[config.mk]
export PLATFORM = sky130hd
export DESIGN_NAME = snail_pattern_gen_flat
export DESIGN_NICKNAME = d
export VERILOG_FILES = /design/src/rtl/snail_pattern_gen_pkg.sv /design/src/rtl/snail_pattern_gen_if.sv /design/src/rtl/snail_pattern_gen_shifter.sv /design/src/rtl/snail_pattern_gen.sv /design/src/flat_wrapper.sv
export SDC_FILE = /design/constraint.sdc
export NUM_CORES = 1
export LEC_CHECK = 0
export BUFFER_PORTS_ARGS = -buffer_cell sky130_fd_sc_hd__buf_2
export CAP_MARGIN = 20
export CORE_AREA = 2 2 89 91
export DETAILED_ROUTE_END_ITERATION = 10
export DIE_AREA = 0 0 91 93
export HOLD_SLACK_MARGIN = 0.15
export PLACE_DENSITY_LB_ADDON = 0.12
export SLEW_MARGIN = 30
export SYNTH_ARGS = -nofsm -noshare
export SYNTH_HDL_FRONTEND = slang
export SYNTH_SLANG_ARGS = --single-unit
[constraint.sdc]
create_clock -name clk -period 5.1 [get_ports clk]
set_clock_uncertainty 0.1 [all_clocks]
set_input_delay 0.51 -clock clk [delete_from_list [all_inputs] [get_ports clk]]
set_output_delay 0.51 -clock clk [all_outputs]
set_load 0.03 [all_outputs]
[src/rtl/snail_pattern_gen_pkg.sv]
// Shared definitions for the snail pattern generator and its detector benches.
// State encodings, counter widths and the len-port width helper.
package snail_pkg;

    localparam logic [1:0] ST_IDLE  = 2'd0;
    localparam logic [1:0] ST_SHIFT = 2'd1;
    localparam logic [1:0] ST_GAP   = 2'd2;
    localparam logic [1:0] ST_DONE  = 2'd3;

    typedef enum logic [1:0] {
        S_IDLE  = ST_IDLE,
        S_SHIFT = ST_SHIFT,
        S_GAP   = ST_GAP,
        S_DONE  = ST_DONE
    } state_t;

    localparam int REP_W = 4;
    localparam int GAP_W = 4;

    function automatic int len_w(input int w);
        return $clog2(w + 1);
    endfunction

endpackage

[src/rtl/snail_pattern_gen_if.sv]
// Control/data bundle between a pattern source owner and the generator.
// The master side drives the request, the slave side returns the serial stream.
interface snail_pattern_gen_if
    import snail_pkg::*;
#(
    parameter int W  = 16,
    parameter int CW = 8
);
    localparam int LW = len_w(W);

    logic             start;
    logic [W-1:0]     pattern;
    logic [LW-1:0]    len;
    logic [REP_W-1:0] reps;
    logic [GAP_W-1:0] gap;
    logic             d_out;
    logic             valid;
    logic             busy;
    logic             done;
    logic [CW-1:0]    pairs;

    modport master (
        output start, pattern, len, reps, gap,
        input  d_out, valid, busy, done, pairs
    );

    modport slave (
        input  start, pattern, len, reps, gap,
        output d_out, valid, busy, done, pairs
    );

endinterface

[src/rtl/snail_pattern_gen_shifter.sv]
// Parallel-load MSB-first shift register with remaining-bit counter.
// bit_o is registered and reads 0 in any cycle without a load or shift.
module snail_shifter
    import snail_pkg::*;
#(
    parameter int W = 16,
    localparam int LW = len_w(W)
) (
    input  logic          clk,
    input  logic          rst,
    input  logic          load,
    input  logic          shift,
    input  logic [W-1:0]  pat_i,
    input  logic [LW-1:0] len_i,
    output logic          bit_o,
    output logic          nxt_o,
    output logic          last
);

    logic [W-1:0]  sr_q, sr_d;
    logic [LW-1:0] cnt_q, cnt_d;
    logic          bit_q, bit_d;
    logic [W-1:0]  aligned;

    // Bit len-1 moved up to the MSB so every pattern leaves from the top.
    assign aligned = pat_i << (W - int'(len_i));

    always_comb begin
        sr_d  = sr_q;
        cnt_d = cnt_q;
        bit_d = 1'b0;
        nxt_o = sr_q[W-1];
        if (load) begin
            nxt_o = aligned[W-1];
            bit_d = aligned[W-1];
            sr_d  = {aligned[W-2:0], 1'b0};
            cnt_d = len_i - 1'b1;
        end else if (shift) begin
            bit_d = sr_q[W-1];
            sr_d  = {sr_q[W-2:0], 1'b0};
            cnt_d = cnt_q - 1'b1;
        end
    end

    always_ff @(posedge clk) begin
        if (rst) begin
            sr_q  <= '0;
            cnt_q <= '0;
            bit_q <= 1'b0;
        end else begin
            sr_q  <= sr_d;
            cnt_q <= cnt_d;
            bit_q <= bit_d;
        end
    end

    assign bit_o = bit_q;
    assign last  = (cnt_q == '0);

endmodule

[src/rtl/snail_pattern_gen.sv]
// Serial pattern transmitter with repeat/gap control and a "11" pair counter.
// All outputs come straight from registers.
module snail_pattern_gen
    import snail_pkg::*;
#(
    parameter int W  = 16,
    parameter int CW = 8
) (
    input  logic                clk,
    input  logic                rst,
    snail_pattern_gen_if.slave  bus
);

    localparam int LW = len_w(W);
    localparam logic [LW-1:0] W_LEN = LW'(W);

    state_t           state_q, state_d;
    logic [W-1:0]     pat_q, pat_d;
    logic [LW-1:0]    len_q, len_d;
    logic [REP_W-1:0] rep_q, rep_d;
    logic [GAP_W-1:0] gap_q, gap_d;
    logic [GAP_W-1:0] gcnt_q, gcnt_d;
    logic [CW-1:0]    pairs_q, pairs_d;
    logic             prev_q, prev_d;
    logic             valid_q, valid_d;
    logic             busy_q, busy_d;
    logic             done_q, done_d;

    logic             ld, sh, nxt, last, bit_s, idle;
    logic [LW-1:0]    len_eff, ld_len;
    logic [W-1:0]     ld_pat;

    assign len_eff = (bus.len == '0 || bus.len > W_LEN)
                   ? W_LEN : bus.len;
    assign idle    = (state_q == S_IDLE);
    assign ld_pat  = idle ? bus.pattern : pat_q;
    assign ld_len  = idle ? len_eff : len_q;

    snail_shifter #(.W(W)) u_shift (
        .clk   (clk),
        .rst   (rst),
        .load  (ld),
        .shift (sh),
        .pat_i (ld_pat),
        .len_i (ld_len),
        .bit_o (bit_s),
        .nxt_o (nxt),
        .last  (last)
    );

    always_comb begin
        state_d = state_q;
        pat_d   = pat_q;
        len_d   = len_q;
        rep_d   = rep_q;
        gap_d   = gap_q;
        gcnt_d  = gcnt_q;
        pairs_d = pairs_q;
        prev_d  = prev_q;
        valid_d = 1'b0;
        busy_d  = 1'b0;
        done_d  = 1'b0;
        ld      = 1'b0;
        sh      = 1'b0;
        unique case (state_q)
            S_IDLE: begin
                if (bus.start) begin
                    pat_d   = bus.pattern;
                    len_d   = len_eff;
                    rep_d   = bus.reps;
                    gap_d   = bus.gap;
                    pairs_d = '0;
                    prev_d  = 1'b0;
                    ld      = 1'b1;
                    valid_d = 1'b1;
                    busy_d  = 1'b1;
                    state_d = S_SHIFT;
                end
            end
            S_SHIFT: begin
                if (!last) begin
                    sh      = 1'b1;
                    valid_d = 1'b1;
                    busy_d  = 1'b1;
                end else if (rep_q != '0) begin
                    rep_d  = rep_q - 1'b1;
                    busy_d = 1'b1;
                    if (gap_q != '0) begin
                        gcnt_d  = gap_q - 1'b1;
                        prev_d  = 1'b0;
                        state_d = S_GAP;
                    end else begin
                        ld      = 1'b1;
                        valid_d = 1'b1;
                    end
                end else begin
                    done_d  = 1'b1;
                    state_d = S_DONE;
                end
            end
            S_GAP: begin
                busy_d = 1'b1;
                prev_d = 1'b0;
                if (gcnt_q == '0) begin
                    ld      = 1'b1;
                    valid_d = 1'b1;
                    state_d = S_SHIFT;
                end else begin
                    gcnt_d = gcnt_q - 1'b1;
                end
            end
            S_DONE: state_d = S_IDLE;
            default: state_d = S_IDLE;
        endcase
        // prev_d already holds the flag in force for the bit being emitted.
        if (ld || sh) begin
            if (nxt && prev_d && pairs_d != '1)
                pairs_d = pairs_d + 1'b1;
            prev_d = nxt;
        end
    end

    always_ff @(posedge clk) begin
        if (rst) begin
            state_q <= S_IDLE;
            pat_q   <= '0;
            len_q   <= '0;
            rep_q   <= '0;
            gap_q   <= '0;
            gcnt_q  <= '0;
            pairs_q <= '0;
            prev_q  <= 1'b0;
            valid_q <= 1'b0;
            busy_q  <= 1'b0;
            done_q  <= 1'b0;
        end else begin
            state_q <= state_d;
            pat_q   <= pat_d;
            len_q   <= len_d;
            rep_q   <= rep_d;
            gap_q   <= gap_d;
            gcnt_q  <= gcnt_d;
            pairs_q <= pairs_d;
            prev_q  <= prev_d;
            valid_q <= valid_d;
            busy_q  <= busy_d;
            done_q  <= done_d;
        end
    end

    assign bus.d_out = bit_s;
    assign bus.valid = valid_q;
    assign bus.busy  = busy_q;
    assign bus.done  = done_q;
    assign bus.pairs = pairs_q;

endmodule

[src/flat_wrapper.sv]
// flat-port wrapper written by rule: the top's interface ports become plain ports
module snail_pattern_gen_flat import snail_pkg::*;
#(
    parameter int W  = 16,
    parameter int CW = 8
)
  (clk, rst, bus_start, bus_pattern, bus_len, bus_reps, bus_gap, bus_d_out, bus_valid, bus_busy, bus_done, bus_pairs);
  snail_pattern_gen_if #(.W(W), .CW(CW)) bus_i ();
  input  logic clk;
  input  logic rst;
  input wire logic [$bits(bus_i.start)-1:0] bus_start;
  input wire logic [$bits(bus_i.pattern)-1:0] bus_pattern;
  input wire logic [$bits(bus_i.len)-1:0] bus_len;
  input wire logic [$bits(bus_i.reps)-1:0] bus_reps;
  input wire logic [$bits(bus_i.gap)-1:0] bus_gap;
  output wire logic [$bits(bus_i.d_out)-1:0] bus_d_out;
  output wire logic [$bits(bus_i.valid)-1:0] bus_valid;
  output wire logic [$bits(bus_i.busy)-1:0] bus_busy;
  output wire logic [$bits(bus_i.done)-1:0] bus_done;
  output wire logic [$bits(bus_i.pairs)-1:0] bus_pairs;
  assign bus_i.start = bus_start;
  assign bus_i.pattern = bus_pattern;
  assign bus_i.len = bus_len;
  assign bus_i.reps = bus_reps;
  assign bus_i.gap = bus_gap;
  assign bus_d_out = bus_i.d_out;
  assign bus_valid = bus_i.valid;
  assign bus_busy = bus_i.busy;
  assign bus_done = bus_i.done;
  assign bus_pairs = bus_i.pairs;
  snail_pattern_gen #(.W(W), .CW(CW)) u_core (.clk(clk), .rst(rst), .bus(bus_i));
endmodule
==> results of run 1 <==
==> report_power, final <==
| group | switching [mW] | internal [mW] | leakage, nW | total, mW |
|---|---|---|---|---|
| Clock | 0.220 | 0.226 | 0.0927 | 0.446 |
| Sequential | 0.0996 | 0.666 | 0.558 | 0.765 |
| Combinational | 1.04 | 0.641 | 1.30 | 1.68 |
==> through the flow <==
stage | hold WS (ns) | std cells
finish | 0.2828 | 701
floorplan | 0.3318 | 565
CTS | 0.2800 | 701
detailed placement | 0.3456 | 685
global route | 0.3111 | 701
global placement | 0.3434 | 685
==> layout make-up <==
cell class              count  area share
multi-input cells         450      0.5839
inverters                  12    0.009298
flip-flops and latches     68      0.2810
clock buffers              10     0.02634
clock inverters             6     0.01317
repair buffers             53     0.05992
well taps                 102     0.02634
==> per-layer routing <==
metal | share of wire | vias to the layer above | GRT usage
li1 | - | 2095 | -
met1 | 0.45 | 2032 | 0.3418
met2 | 0.50 | 102 | 0.4821
met3 | 0.032 | 19 | 0.03546
met4 | 0.019 | 0 | 0.1073
met5 | 0 | - | 0
==> worst paths after layout <==
| kind | start | to | slack, ns | cells past startpoint |
|---|---|---|---|---|
| min | bus_gap[1] | u_core.gap_q[1] | 0.28 | 3 |
| min reg2reg | u_core.len_q[1] | u_core.len_q[1] | 0.36 | 2 |
| max reg2reg | u_core.state_q[1] | u_core.bus.pairs[2] | 0.89 | 11 |
| max | bus_len[1] | u_core.bus.pairs[2] | 0.82 | 12 |
==> cells in the final DEF, fill, tap and decap left out, types with 4 or more instances in the layout <==
master,count
a311oi_1,4
clkbuf_8,9
nor2b_1,20
mux4_2,7
a22oi_1,5
xnor2_1,5
mux2i_1,36
a211oi_1,29
nand2_1,91
buf_4,10
a21o_1,5
and2_1,6
nand4_1,4
nand2b_1,6
nor3b_1,6
a21oi_1,58
nand3_1,11
inv_1,11
o22ai_1,4
ha_1,11
buf_2,43
o21ai_0,16
or3_1,6
nor2_1,57
nor3_1,14
dfxtp_1,68
==> tightest hold or removal path, stage by stage <==
cell and delay, ns:
buf_2 0.09, nand2_1 0.04, a21oi_1 0.05
==> cell families (layout without fill, tap and decap cells) <==
logic type | count (synthesis) | count (layout) | share of synthesized area
AO/OA/AOI/OAI | 152 | 152 | 0.2279
AND/OR/NAND/NOR | 236 | 236 | 0.2504
multiplexers | 44 | 44 | 0.1205
adder cells (fa/ha/maj) | 11 | 11 | 0.03134
XOR/XNOR | 7 | 7 | 0.01396
buffers and inverters | 47 | 81 | 0.04587
flip-flops | 68 | 68 | 0.3100
==> sequential cells by signal (all words and copies together), names as in the netlist, 2 cells and up <==
name                  count
u_core.bus.pairs          8
u_core.gap_q              4
u_core.gcnt_q             4
u_core.len_q              5
u_core.pat_q             16
u_core.rep_q              4
u_core.state_q            2
u_core.u_shift.cnt_q      5
u_core.u_shift.sr_q      15
==> summary.md, run 1 <==
| Metric | Value |
|---|---|
| Leading cell types by total area after synthesis | `dfxtp_1 (31%), mux2i_1 (8.2%), nand2_1 (7.8%), a21oi_1 (6.6%), a211oi_1 (5.0%)` |
| CTS Hold Buffers Added | `0` |
| Status | `completed` |
| Seq/Total Area, Yosys | `0.3100` |
| 1st-iter DRT viols | `201` |
| Cell type with the highest aggregate area in the netlist | `dfxtp_1` |
| Critical Path, Cell by Cell | `buf_2 -> or4_1 -> ha_1 -> nor2b_1 -> a21oi_1 -> ha_1 -> mux4_2 -> a221o_1 -> o22a_1 -> a21oi_2 -> a211oi_1 -> a31o_2` |
| Share of the clock period used by the worst path | `0.8395` |
| Critical Path Fanout Max | `11` |
| Sum of overflow across all layers after global routing | `0` |
| Setup WS post-layout | `0.8186 ns` |
| Synthesized area divided by synthesized cell count | `7.773 um^2` |
| Via Count | `4248` |
| Antenna diode count | `0` |
| Vias per cell | `6.060` |
| Fraction of the core area covered by cells at the end of the flow | `0.6436` |
| Top Family by Delay on Critical Path | `compound AO/OA/AOI/OAI gates` |
| Count of cell types in the netlist | `61` |
| GRT Resource Usage Total | `0.2739` |
| Warnings from Yosys | `0` |
| Predominant post-synthesis flop cell | `dfxtp_1` |
| WP data required | `5.26 ns` |
| Proportion of layout cells with a drive suffix above 1 | `0.1402` |
| Number of synthesized register bits | `68` |
| Core Region | `7527 um^2` |
| Root Buffer Master | `clkbuf_8` |
| Syn Nets | `608` |
| Vertical die dimension | `93 um` |
| Number of sinks on the clock net | `68` |
| Worst slew slack as a fraction of its limit | `0.4097` |
| Most common library cells after synthesis | `nand2_1 (91), dfxtp_1 (68), a21oi_1 (58), nor2_1 (57), mux2i_1 (36)` |
| Area of the multi-input gates | `2829 um^2` |
| Starting density of the core | `0.5834` |
| DIE AREA | `8463 um^2` |
| Capturing element type of the critical path | `flop` |
| Highest-delay cell along the critical path | `mux4_2` |
| Count of mapped cells out of synthesis | `565` |
| Max_cap viols | `0` |
| Unrepaired setup endpoints after global routing | `false` |
| Area growth from synthesis to layout | `10.31%` |
| Num CTS Buffers | `9` |
| Source-to-sink clock delay at the later pin of the worst-skew pair | `0.36 ns` |
| Mapped Area | `4392 um^2` |
| CTS tree | `done` |
| WL per Instance | `15.92 um` |
| Vias in the first global route | `4015` |
| Hold crit path type | `primary input to flop` |
| Initial antenna violation count | `0` |
| Post-cts gate resize count | `0` |
| Final RePlAce weighted congestion | `0.9148` |
| Worst path buffer plus inverter count | `1` |
| IO buf count | `43` |
| Max H-tree Level | `3` |
| Largest net degree at the start of global routing | `71` |
| Layout net count | `637` |
| Post-CTS clock slew at the launch and capture registers of the worst setup and hold paths | `0.08 ns` |
| Fin area | `4845 um^2` |
| First-pass iteration count of the detailed router | `5` |
| Sum of routed wire length over all layers | `11160 um` |
| Post-detailed-placement half-perimeter wirelength | `8073 um` |
| Worst Path Class, Setup | `primary input to flop` |
| Fraction of registers with async set or reset after synthesis | `0` |
| Number of pins exceeding their max-slew limit in the final report | `0` |
| First-pass GRT wire length | `18940 um` |
| EDFF count, synth | `0` |
| Top-level port count | `44` |
| Top cell type's share of synthesized area | `0.3100` |
| DRC violation count after routing | `0` |
| Total power per unit cell area | `596.6 nW/um^2` |
| Number of placement rows | `32` |
| FMAX | `233.6 MHz` |
| Total negative setup slack | `0 ns` |
| Final setup fails | `0` |
| Period minus WS final | `4.281 ns` |
| Final Hold Violating Endpoints | `0` |
| Area post-placement | `4653 um^2` |
| Antenna violation net count after detailed routing | `0` |
| Most frequently used cell type in the post-synthesis netlist | `nand2_1` |
| Die width | `91 um` |
| Pin slew with the least headroom to its limit | `0.8787 ns` |
| Final total power | `2.890 mW` |
| Worst Setup Start Kind | `primary input` |
| Data arrival at the endpoint of the critical path | `4.44 ns` |
| Stage delay of the slowest cell on the critical path | `0.58 ns` |
| VDD IR max | `271.3 uV` |
| Setup Fix Bufs, Post-CTS | `0` |
| Most numerous cell on the critical path | `ha_1` |
| Standby leakage power | `1.948 nW` |
| Minimum setup slack after placement | `0.4390 ns` |
| Area used by sequential logic in the layout | `1361 um^2` |
| Count of filler cells inserted in the layout | `739` |
| CTS max path bufs | `2` |
Power figures use the tool's default switching activity.
==> run 2: changes to the inputs <==
==> constraint.sdc (replaced) <==
create_clock -name clk -period 4.4 [get_ports clk]
set_clock_uncertainty 0.1 [all_clocks]
set_input_delay 0.44 -clock clk [delete_from_list [all_inputs] [get_ports clk]]
set_output_delay 0.44 -clock clk [all_outputs]
set_load 0.03 [all_outputs]
==> run 2 against run 1 <==
Worst setup slack got worse by 0.32 ns. Sequential power up 15%. Utilization increased by 0.50 points. Flip-flop and latch count stayed put. Critical path depth grew 3. Via count is 0.71% lower. Global-route usage is 0.39 points lower. Highest routed layer unchanged. Count of clock-buffer cells in the layout stayed put. Combinational power grew 17%. Register-to-register slack worse by 0.39 ns. Final area grew 0.77%. Wire length fell by 2.8%.
==> summary.md, run 2 (synthesized netlist as in run 1, its figures left out) <==
| Metric | Value |
|---|---|
| CTS max path bufs | `2 (unchanged)` |
| FMAX | `256.3 MHz` |
| Post-cts gate resize count | `0 (unchanged)` |
| Number of cells on the worst hold path | `3 (unchanged)` |
| Final Hold Violating Endpoints | `0 (unchanged)` |
| Layout net count | `642 (+0.78%)` |
| Top Family by Delay on Critical Path | `compound AO/OA/AOI/OAI gates` |
| Final total power | `3.361 mW (+16%)` |
| First-pass iteration count of the detailed router | `5 (unchanged)` |
| WP data required | `4.55 ns (-0.71 ns)` |
| Stage delay of the slowest cell on the critical path | `0.42 ns (-0.16 ns)` |
| Worst Hold Path EP | `u_core.gap_q[2]` |
| Top register by number of flip-flops | `u_core.pat_q` |
| Root Buffer Master | `clkbuf_8` |
| Die width | `91 um (unchanged)` |
| Final RePlAce weighted congestion | `0.9057 (-0.99%)` |
| Share of the clock period used by the worst path | `0.8867` |
| Critical Path Fanout Max | `11 (unchanged)` |
| Hold crit path type | `primary input to flop` |
| Total power per unit cell area | `688.5 nW/um^2 (+15%)` |
| Post-detailed-placement half-perimeter wirelength | `7874 um (-2.5%)` |
| Origin of the critical flop-to-flop path | `u_core.state_q[0]` |
| Total negative setup slack | `0 ns (unchanged)` |
| Status | `completed` |
| Max H-tree Level | `3 (unchanged)` |
| Vias in the first global route | `4062 (+1.2%)` |
| Antenna violation net count after detailed routing | `0 (unchanged)` |
| First-pass GRT wire length | `18870 um (-0.36%)` |
| Area growth from synthesis to layout | `11.17%` |
| Setup WS post-layout | `0.4983 ns (-0.3202 ns)` |
| VDD IR max | `324.7 uV (+20%)` |
| Sum of routed wire length over all layers | `10850 um (-2.8%)` |
| Highest-delay cell along the critical path | `dfxtp_1` |
| Via Count | `4218 (-0.71%)` |
| 1st-iter DRT viols | `210 (+4.5%)` |
| Critical Path, Cell by Cell | `inv_1 -> ha_1 -> and3b_1 -> nor2_1 -> ha_1 -> buf_4 -> mux4_2 -> nand2b_1 -> a21boi_0 -> a221o_1 -> o22a_1 -> a21oi_2 -> buf_4 -> nand4_1 -> mux2i_1` |
| Post-CTS clock slew at the launch and capture registers of the worst setup and hold paths | `0.08 ns (about the same)` |
| Leading cell types in the layout, fill and taps excluded | `nand2_1 (91), dfxtp_1 (68), a21oi_1 (58), nor2_1 (57), buf_2 (43)` |
| DIE AREA | `8463 um^2 (unchanged)` |
| WL per Instance | `15.37 um (-3.4%)` |
| IO buf count | `43 (unchanged)` |
| Worst reg2reg path depth | `15 (+4)` |
| CTS Hold Buffers Added | `0 (unchanged)` |
| Data arrival at the endpoint of the critical path | `4.05 ns (-0.39 ns)` |
| DRC violation count after routing | `0 (unchanged)` |
| Period minus WS final | `3.902 ns` |
| Number of pins exceeding their max-slew limit in the final report | `0 (unchanged)` |
| Proportion of layout cells with a drive suffix above 1 | `0.1474 (+0.007117)` |
| Vertical die dimension | `93 um (unchanged)` |
| RR Endpoint | `u_core.bus.pairs[4]` |
| Capturing element type of the critical path | `flop` |
| Largest net degree at the start of global routing | `42 (-41%)` |
| Number of placement rows | `32 (unchanged)` |
| Hold Path Origin | `bus_gap[2]` |
| GRT Resource Usage Total | `0.2700 (-0.003905)` |
| Final setup fails | `0 (unchanged)` |
| Sum of overflow across all layers after global routing | `0 (unchanged)` |
| Worst slew slack as a fraction of its limit | `0.3716 (-0.03807)` |
| Vias per cell | `5.975 (-1.4%)` |
| Setup Fix Bufs, Post-CTS | `0 (unchanged)` |
| Max_cap viols | `0 (unchanged)` |
| Worst reg2reg setup slack | `0.50 ns (-0.39 ns)` |
| Number of sinks on the clock net | `68 (unchanged)` |
| Pin slew with the least headroom to its limit | `0.9354 ns (+0.05667 ns)` |
| Antenna diode count | `0 (unchanged)` |
| Count of filler cells inserted in the layout | `710 (-3.9%)` |
| Source-to-sink clock delay at the later pin of the worst-skew pair | `0.35 ns (about the same)` |
| Initial antenna violation count | `0 (unchanged)` |
| Leading cell type in the layout, fill and taps excluded | `nand2_1` |
| Starting density of the core | `0.5834 (unchanged)` |
| Worst Path Class, Setup | `flop to flop` |
| Standby leakage power | `1.973 nW (+1.3%)` |
| Minimum setup slack after placement | `0.2523 ns (-0.1867 ns)` |
| Num CTS Buffers | `9 (unchanged)` |
| Worst Setup Start Kind | `flop` |
| Worst path buffer plus inverter count | `3 (+2)` |
| CTS tree | `done` |
| Top-level port count | `44 (unchanged)` |
| Unrepaired setup endpoints after global routing | `false` |
| Critical Path Stages | `15 (+3)` |
| Number of flip-flops under the largest register name | `16 (unchanged)` |
| Core Region | `7527 um^2 (unchanged)` |
## run 2: cell count changes in the layout (fill, tap and decap cells not counted), sizes merged
cell / previous run / this run
buf: 53 / 58
## run 2: worst max-delay path by stage
stage / startpoint / end / slack, ns
2_1_floorplan: bus_len[1] / u_core.bus.pairs[2] / 0.24
3_3_place_gp: bus_len[1] / u_core.bus.pairs[5] / 0.31
3_5_place_dp: bus_len[1] / u_core.bus.pairs[5] / 0.25
4_1_cts: u_core.state_q[0] / u_core.bus.pairs[5] / 0.51
5_1_grt: u_core.state_q[0] / u_core.bus.pairs[4] / 0.20
6_report: u_core.state_q[0] / u_core.bus.pairs[4] / 0.50
## run 2: report_power, final
group / total (mW) / switching (mW) / leakage [nW] / internal, mW
registers: 0.883 / 0.112 / 0.558 / 0.771
clock network: 0.522 / 0.260 / 0.0927 / 0.262
logic: 1.96 / 1.20 / 1.32 / 0.758
## run 2: metrics by stage
step | cells | hold slack, ns | utilization | area (um^2)
3_3_place_gp | 690 | 0.3372 | 0.6232 | 4691
5_1_grt | 706 | 0.2310 | 0.6486 | 4882
2_1_floorplan | 565 | 0.3318 | - | 4392
3_5_place_dp | 690 | 0.3437 | 0.6232 | 4691
6_report | 706 | 0.2256 | 0.6486 | 4882
4_1_cts | 706 | 0.2216 | 0.6486 | 4882
## run 2: layout make-up
cell class | count | area [um^2] | area share
repair buffers | 58 | 327.8 | 0.06715
flip-flops and latches | 68 | 1361 | 0.2788
clock buffers | 10 | 127.6 | 0.02614
clock inverters | 6 | 63.81 | 0.01307
inverters | 12 | 45.04 | 0.009226
multi-input cells | 450 | 2829 | 0.5794
well taps | 102 | 127.6 | 0.02614
## run 2: routing by layer
| metal | part of all wire | wire length [um] | vias up | global-route usage |
|---|---|---|---|---|
| met2 | 0.49 | 5335 | 119 | 0.4716 |
| met5 | 0 | 0 | - | 0 |
| met4 | 0.019 | 206 | 0 | 0.09848 |
| met3 | 0.046 | 494 | 21 | 0.03948 |
| li1 | - | - | 2110 | - |
| met1 | 0.44 | 4816 | 1968 | 0.3399 |
## run 2: worst min-delay path: cells and delay by family
family | cells | cell delay (ns)
buffers and inverters | 1 | 0.09
AOI/OAI and AO/OA | 1 | 0.05
and+or+nand+nor | 1 | 0.04
